File: config.mk
export PLATFORM = sky130hd
export DESIGN_NAME = elastic_pipe_stage_flat
export DESIGN_NICKNAME = d
export VERILOG_FILES = /design/src/rtl/elastic_pipe_stage_if.sv /design/src/rtl/elastic_pipe_stage.sv /design/src/flat_wrapper.sv
export SDC_FILE = /design/constraint.sdc
export NUM_CORES = 1
export LEC_CHECK = 0
export ABC_CLOCK_PERIOD_IN_PS = 2600
export CAP_MARGIN = 5
export CORE_MARGIN = 3
export CORE_UTILIZATION = 48
export DETAILED_ROUTE_END_ITERATION = 10
export PLACE_DENSITY = 0.82
export SLEW_MARGIN = 20
export SYNTH_ARGS = -nofsm -noshare
export SYNTH_HDL_FRONTEND = slang
export SYNTH_SLANG_ARGS = --single-unit
File: constraint.sdc
create_clock -name aclk -period 2.6 [get_ports aclk]
set_input_delay 0.52 -clock aclk [delete_from_list [all_inputs] [get_ports aclk]]
set_output_delay 0.52 -clock aclk [all_outputs]
set_load 0.01 [all_outputs]
File: src/rtl/elastic_pipe_stage_if.sv
// Valid/allow link between two pipeline stages. The producer (master) drives
// valid and data; the consumer (slave) drives allow. A transfer happens in a
// cycle where valid and allow are both high at the rising clock edge.
interface elastic_pipe_stage_if #(
  parameter int WIDTH = 100
);
  logic             valid;
  logic [WIDTH-1:0] data;
  logic             allow;

  modport master (output valid, output data, input allow);
  modport slave  (input valid, input data, output allow);
endinterface

File: src/rtl/elastic_pipe_stage.sv
// elastic_pipe_stage: DEPTH-entry elastic register between two pipeline stages.
// A circular buffer with a valid/allow interlock on both sides, a ready_go stall
// on the head entry, and a synchronous flush.
//   up_if : upstream link   (up_if.valid = valid_in,  up_if.data = data_in,  up_if.allow = allow_out)
//   dn_if : downstream link (dn_if.valid = valid_out, dn_if.data = data_out, dn_if.allow = allow_in)
// Handshake: a beat moves on a rising edge when valid and allow are both high;
// valid is never made to depend on allow on the same link, and a held beat
// keeps its data stable until accepted.
// DEPTH=1 behaves like a single inter-stage register: allow_out bypasses
// allow_in combinationally. DEPTH>=2 cuts that path; allow_out depends only
// on occupancy.
// Optional macro ELASTIC_STAGE_PERF_EN adds saturating stall/bubble counters.
module elastic_pipe_stage #(
  parameter int               WIDTH       = 100,
  parameter int               DEPTH       = 2,
  parameter logic [WIDTH-1:0] RESET_VALUE = '0,
  parameter bit               IS_PC       = 1'b0
) (
  input  logic                       aclk,
  input  logic                       aresetn,
  elastic_pipe_stage_if.slave        up_if,
  elastic_pipe_stage_if.master       dn_if,
  input  logic                       ready_go,
  input  logic [WIDTH-1:0]           nop_data,
  input  logic                       flush,
  output logic [$clog2(DEPTH+1)-1:0] count
`ifdef ELASTIC_STAGE_PERF_EN
  ,
  output logic [31:0]                perf_stall_cnt,
  output logic [31:0]                perf_bubble_cnt
`endif
);

  localparam int PTR_W = (DEPTH > 1) ? $clog2(DEPTH) : 1;
  localparam int CNT_W = $clog2(DEPTH + 1);

  logic [WIDTH-1:0] mem_q [DEPTH];
  logic [PTR_W-1:0] rd_ptr_q, rd_ptr_d;
  logic [PTR_W-1:0] wr_ptr_q, wr_ptr_d;
  logic [CNT_W-1:0] count_q, count_d;

  logic not_empty;
  logic valid_out;
  logic allow_out;
  logic push;
  logic pop;

  // Handshake qualifiers; flush suppresses both transfers in its cycle.
  assign not_empty = (count_q != '0);
  assign valid_out = not_empty && ready_go;
  assign pop       = valid_out && dn_if.allow && !flush;
  assign push      = up_if.valid && allow_out && !flush;

  generate
    if (DEPTH == 1) begin : g_bypass_allow
      // Single entry: accept when empty or when the held entry leaves this cycle.
      assign allow_out = !not_empty || (valid_out && dn_if.allow);
    end else begin : g_occupancy_allow
      // Multi entry: accept whenever a slot is free, independent of downstream.
      assign allow_out = (count_q < CNT_W'(DEPTH));
    end
  endgenerate

  // Next pointer/occupancy state; pointers wrap at DEPTH-1 for any DEPTH.
  always_comb begin
    rd_ptr_d = rd_ptr_q;
    wr_ptr_d = wr_ptr_q;
    count_d  = count_q;
    if (flush) begin
      rd_ptr_d = '0;
      wr_ptr_d = '0;
      count_d  = '0;
    end else begin
      if (pop) begin
        rd_ptr_d = (rd_ptr_q == PTR_W'(DEPTH - 1)) ? '0 : rd_ptr_q + PTR_W'(1);
      end
      if (push) begin
        wr_ptr_d = (wr_ptr_q == PTR_W'(DEPTH - 1)) ? '0 : wr_ptr_q + PTR_W'(1);
      end
      count_d = count_q + CNT_W'(push) - CNT_W'(pop);
    end
  end

  // Pointer and occupancy registers.
  always_ff @(posedge aclk or negedge aresetn) begin
    if (!aresetn) begin
      rd_ptr_q <= '0;
      wr_ptr_q <= '0;
      count_q  <= '0;
    end else begin
      rd_ptr_q <= rd_ptr_d;
      wr_ptr_q <= wr_ptr_d;
      count_q  <= count_d;
    end
  end

  // Entry storage; reset and flush restore every entry to RESET_VALUE.
  always_ff @(posedge aclk or negedge aresetn) begin
    if (!aresetn) begin
      for (int i = 0; i < DEPTH; i++) mem_q[i] <= RESET_VALUE;
    end else if (flush) begin
      for (int i = 0; i < DEPTH; i++) mem_q[i] <= RESET_VALUE;
    end else if (push) begin
      mem_q[wr_ptr_q] <= up_if.data;
    end
  end

  // Output side: head entry, or nop_data while empty unless the stage carries a PC.
  always_comb begin
    dn_if.data = mem_q[rd_ptr_q];
    if (!not_empty && !IS_PC) dn_if.data = nop_data;
  end

  assign dn_if.valid = valid_out;
  assign up_if.allow = allow_out;
  assign count       = count_q;

`ifdef ELASTIC_STAGE_PERF_EN
  logic [31:0] perf_stall_q;
  logic [31:0] perf_bubble_q;

  // Saturating stall/bubble counters; only reset clears them.
  always_ff @(posedge aclk or negedge aresetn) begin
    if (!aresetn) begin
      perf_stall_q  <= '0;
      perf_bubble_q <= '0;
    end else begin
      if (not_empty && !pop && (perf_stall_q != 32'hFFFF_FFFF)) begin
        perf_stall_q <= perf_stall_q + 32'd1;
      end
      if (!not_empty && (perf_bubble_q != 32'hFFFF_FFFF)) begin
        perf_bubble_q <= perf_bubble_q + 32'd1;
      end
    end
  end

  assign perf_stall_cnt  = perf_stall_q;
  assign perf_bubble_cnt = perf_bubble_q;
`endif

endmodule
File: src/flat_wrapper.sv
// flat-port wrapper written by rule: the top's interface ports become plain ports
module elastic_pipe_stage_flat 
#(
  parameter int               WIDTH       = 100,
  parameter int               DEPTH       = 2,
  parameter logic [WIDTH-1:0] RESET_VALUE = '0,
  parameter bit               IS_PC       = 1'b0
)
  (aclk, aresetn, ready_go, nop_data, flush, count, up_if_valid, up_if_data, up_if_allow, dn_if_valid, dn_if_data, dn_if_allow);
  elastic_pipe_stage_if #(.WIDTH(WIDTH)) up_if_i ();
  elastic_pipe_stage_if #(.WIDTH(WIDTH)) dn_if_i ();
  input  logic aclk;
  input  logic aresetn;
  input  logic ready_go;
  input  logic [WIDTH-1:0] nop_data;
  input  logic flush;
  output logic [$clog2(DEPTH+1)-1:0] count;
  input wire logic [$bits(up_if_i.valid)-1:0] up_if_valid;
  input wire logic [$bits(up_if_i.data)-1:0] up_if_data;
  output wire logic [$bits(up_if_i.allow)-1:0] up_if_allow;
  output wire logic [$bits(dn_if_i.valid)-1:0] dn_if_valid;
  output wire logic [$bits(dn_if_i.data)-1:0] dn_if_data;
  input wire logic [$bits(dn_if_i.allow)-1:0] dn_if_allow;
  assign up_if_i.valid = up_if_valid;
  assign up_if_i.data = up_if_data;
  assign up_if_allow = up_if_i.allow;
  assign dn_if_valid = dn_if_i.valid;
  assign dn_if_data = dn_if_i.data;
  assign dn_if_i.allow = dn_if_allow;
  elastic_pipe_stage #(.WIDTH(WIDTH), .DEPTH(DEPTH), .RESET_VALUE(RESET_VALUE), .IS_PC(IS_PC)) u_core (.aclk(aclk), .aresetn(aresetn), .up_if(up_if_i), .dn_if(dn_if_i), .ready_go(ready_go), .nop_data(nop_data), .flush(flush), .count(count));
endmodule
==> impl_results.md <==
- Most frequent CP cell: buf_4
- Async set or reset register ratio after synthesis: between 90% and 100%
- WP data arrival: approximately 2.2 ns
- Mux cell area share after synthesis: about a tenth
- Compound-Gate Fraction of Synth Area: between 10 and 15%
- Router iterations before antenna repair: 5
- Worst hold slack: about 0.057 ns
- First-pass GRT wire length: 47200 µm
- Placeable Area: roughly 21000 µm²
- Most common cell after layout, fill and taps aside: nand2_1
- Total GRT Usage: 25.5%
- Number of global-route vias before repair: 9599
- Worst-path fanout max: 28
- Port buffer count: 309
- ANT cells: 0
- Synth Net Count: about 1.4k
- Slew Viols, Final: 0
- Setup-failing EPs final: 3
- Setup CP Type: reg2out
- Final hold violations: 0
- Fin worst setup slack: -0.0977 ns
- Final GP Congestion: a little under 0.8
- CTS Root Cell: clkbuf_16
- Worst min path class: in2async
- Relative slew slack: a little under half
- CTS tree: done
- Insertion delay to the later sink of the worst-skew pair: 0.49 ns
- Outcome: finished with violations
- Power Dens Cells: roughly 650 nW/µm²
- Worst Tran Pin Value: between 0.7 and 0.8 ns
- Worst path cell trace: or2_4 > buf_4 > buf_4 > clkbuf_16 > nor2_1 > a21oi_1 > dlygate4sd2_1
- Design area: ~14000 µm²
- CP max-delay cell: dfrtp_1
- Worst VDD drop: 0.000388 V
- Simple-gate portion of the synthesized area: around a fifth
- Crit path buffers/inverters: 4
- Post-DP HPWL: a little under 20000 µm
- Via count: a little under 10k
- Placed Area: 13500 µm²
- Seq cells post-synth: about 200
- Die Wd: about 150 µm
- Fmax: 0.371 GHz
- Die Height: 152 µm
- Num ports: 310
- Final period utilization: 104%
- Initial antenna violation count: 1
- Longest Clk Path Bufs: 3
- CP endpoint kind: output port
- EDFF count, synth: 0
- Most frequent cells in the layout: nand2_1, a21oi_1, clkdlybuf4s50_1
- Post-synthesis sequential area ratio: 50.0%
- Layout area overhead: 39.2%
- Adder-cell area share of the yosys netlist: less than 1%
- Detailed-route wire length: between 30000 and 40000 µm
- Synth warn: 0
- Initial Util: a little under 50%
- Top Family by Delay on Critical Path: buffers and inverters
- H-tree Lvls: 1
- Failing checks: setup timing
- Number of CTS-inserted buffers: 22
- Rows: 52
- Post-synthesis cell count: 1227
- Layout Skew: ~0.0070 ns
- Critical path's largest stage delay: between 0.4 and 0.5 ns
- Critical Path RT: around 2.1 ns
- Mapped Area: 10200 µm²
- First DRT Iteration DRCs: 590
- Pre-CTS setup slack: ~0.24 ns
- Average wire per standard cell: roughly 18 µm
- Final ANT Viol Nets: 0
- Layout cells sized above 1: 11.7%
- Largest family of logic cells by synthesized area: simple AND/OR/NAND/NOR gates
- # hold bufs at CTS: 0
- DR DRC count: 0
- Clock sink count: ~200
- Clk slew on worst S/H paths: 0.06 ns
- Overflow after GRT: 0
- Avg Cell Area, Syn: 8.31 µm²
- Max-cap violations: 0
- Critical Path Source Type: register
- Fin crit period: between 2 and 3 ns
- Unrepaired setup endpoints after global routing: true
- Via-to-Cell Ratio: about 5.4
- Final nets: ~1.7k
- Netlist cell types: 22
- DIE AREA: ~23000 µm²
- Main synth FF type: dfrtp_1
- Leakage dissipation: 5.97 nW
- Largest net degree at the start of global routing: 130
- Post-Synth XOR/XNOR Area: less than 1%
==> path summary, 6_finish.rpt <==
path,startpoint,endpoint,slack (ns),depth (start not counted)
setup / recovery,u_core.count[0]$_DFF_PN0_,dn_if_data[29],-0.1,7
hold / removal,aresetn,u_core.mem_q[43]$_DFFE_PN0P_,0.06,1
setup reg to reg,u_core.count[0]$_DFF_PN0_,u_core.count[1]$_DFF_PN0_,0.24,11
hold reg to reg,u_core.mem_q[28]$_DFFE_PN0P_,u_core.mem_q[28]$_DFFE_PN0P_,0.52,2
max in group asynchronous,aresetn,u_core.mem_q[97]$_DFFE_PN0P_,1.81,2
min in group aclk,flush,u_core.count[0]$_DFF_PN0_,0.52,4
==> metal layers <==
metal	part of all wire [%]	global-route usage, %	vias up
met2	49	44.7	357
met4	2.5	7.86	2
li1	-	-	4581
met3	8.7	6.75	63
met1	39	30.8	4619
met5	0.038	0	-
==> through the flow <==
stage / instances / util (%) / power, W / setup TNS, ns
after floorplan: 1227 / - / 0.00481 / 0
final: 1786 / 69.1 / 0.00918 / -0.173
after detailed placement: 1733 / 65.6 / 0.00624 / 0
after global routing: 1786 / 69.1 / 0.00961 / -0.348
after CTS: 1778 / 69.4 / 0.00914 / -0.890
after global placement: 1733 / 65.6 / 0.00619 / 0
==> where the power goes <==
part / internal (W) / total [W] / leakage, nW / switching (W)
registers: 0.00336 / 0.00347 / 2.78 / 0.000107
logic: 0.00120 / 0.00265 / 2.85 / 0.00145
clock network: 0.00183 / 0.00306 / 0.341 / 0.00123
==> sequential cells by signal, summed over array words and instances (netlist names) <==
signal           count
u_core.wr_ptr_q      1
u_core.mem_q       200
u_core.count         2
u_core.rd_ptr_q      1
==> synth_stat cells, drive strengths merged (2+ instances only) <==
library cell	number	area, µm²
a21oi	301	1510
buf	77	473
nor2	103	387
xnor2	2	17.5
and3b	2	17.5
ha	2	25.0
nand2	401	1510
inv	3	11.3
clkbuf	23	86.3
mux2i	100	1000
dfrtp	204	5100
==> layout make-up <==
class                   count  area (µm²)
inverters                   3        11.3
flip-flops and latches    204        5110
multi-input cells         920        4660
fillers                  1645        6360
repair buffers            351        3380
clock inverters             2        35.0
well taps                 270         338
clock buffers              36         664
==> logic make-up (layout without fill, tap and decap cells) <==
family,Yosys count,count (layout)
mux,100,100
fa+ha+maj,2,2
compound gates,302,302
flops,204,204
buf+inv,103,392
xor+xnor,3,3
simple gates,513,513
==> timing repair <==
| action | in CTS | in global routing |
|---|---|---|
| endpoints found under the setup margin | 100 | 44 |
| gates cloned | 3 | 4 |
| setup buffers | 4 | 5 |
| gates resized for setup | 128 | 163 |
| pin swaps | 1 | 2 |
Power figures use the tool's default switching activity.
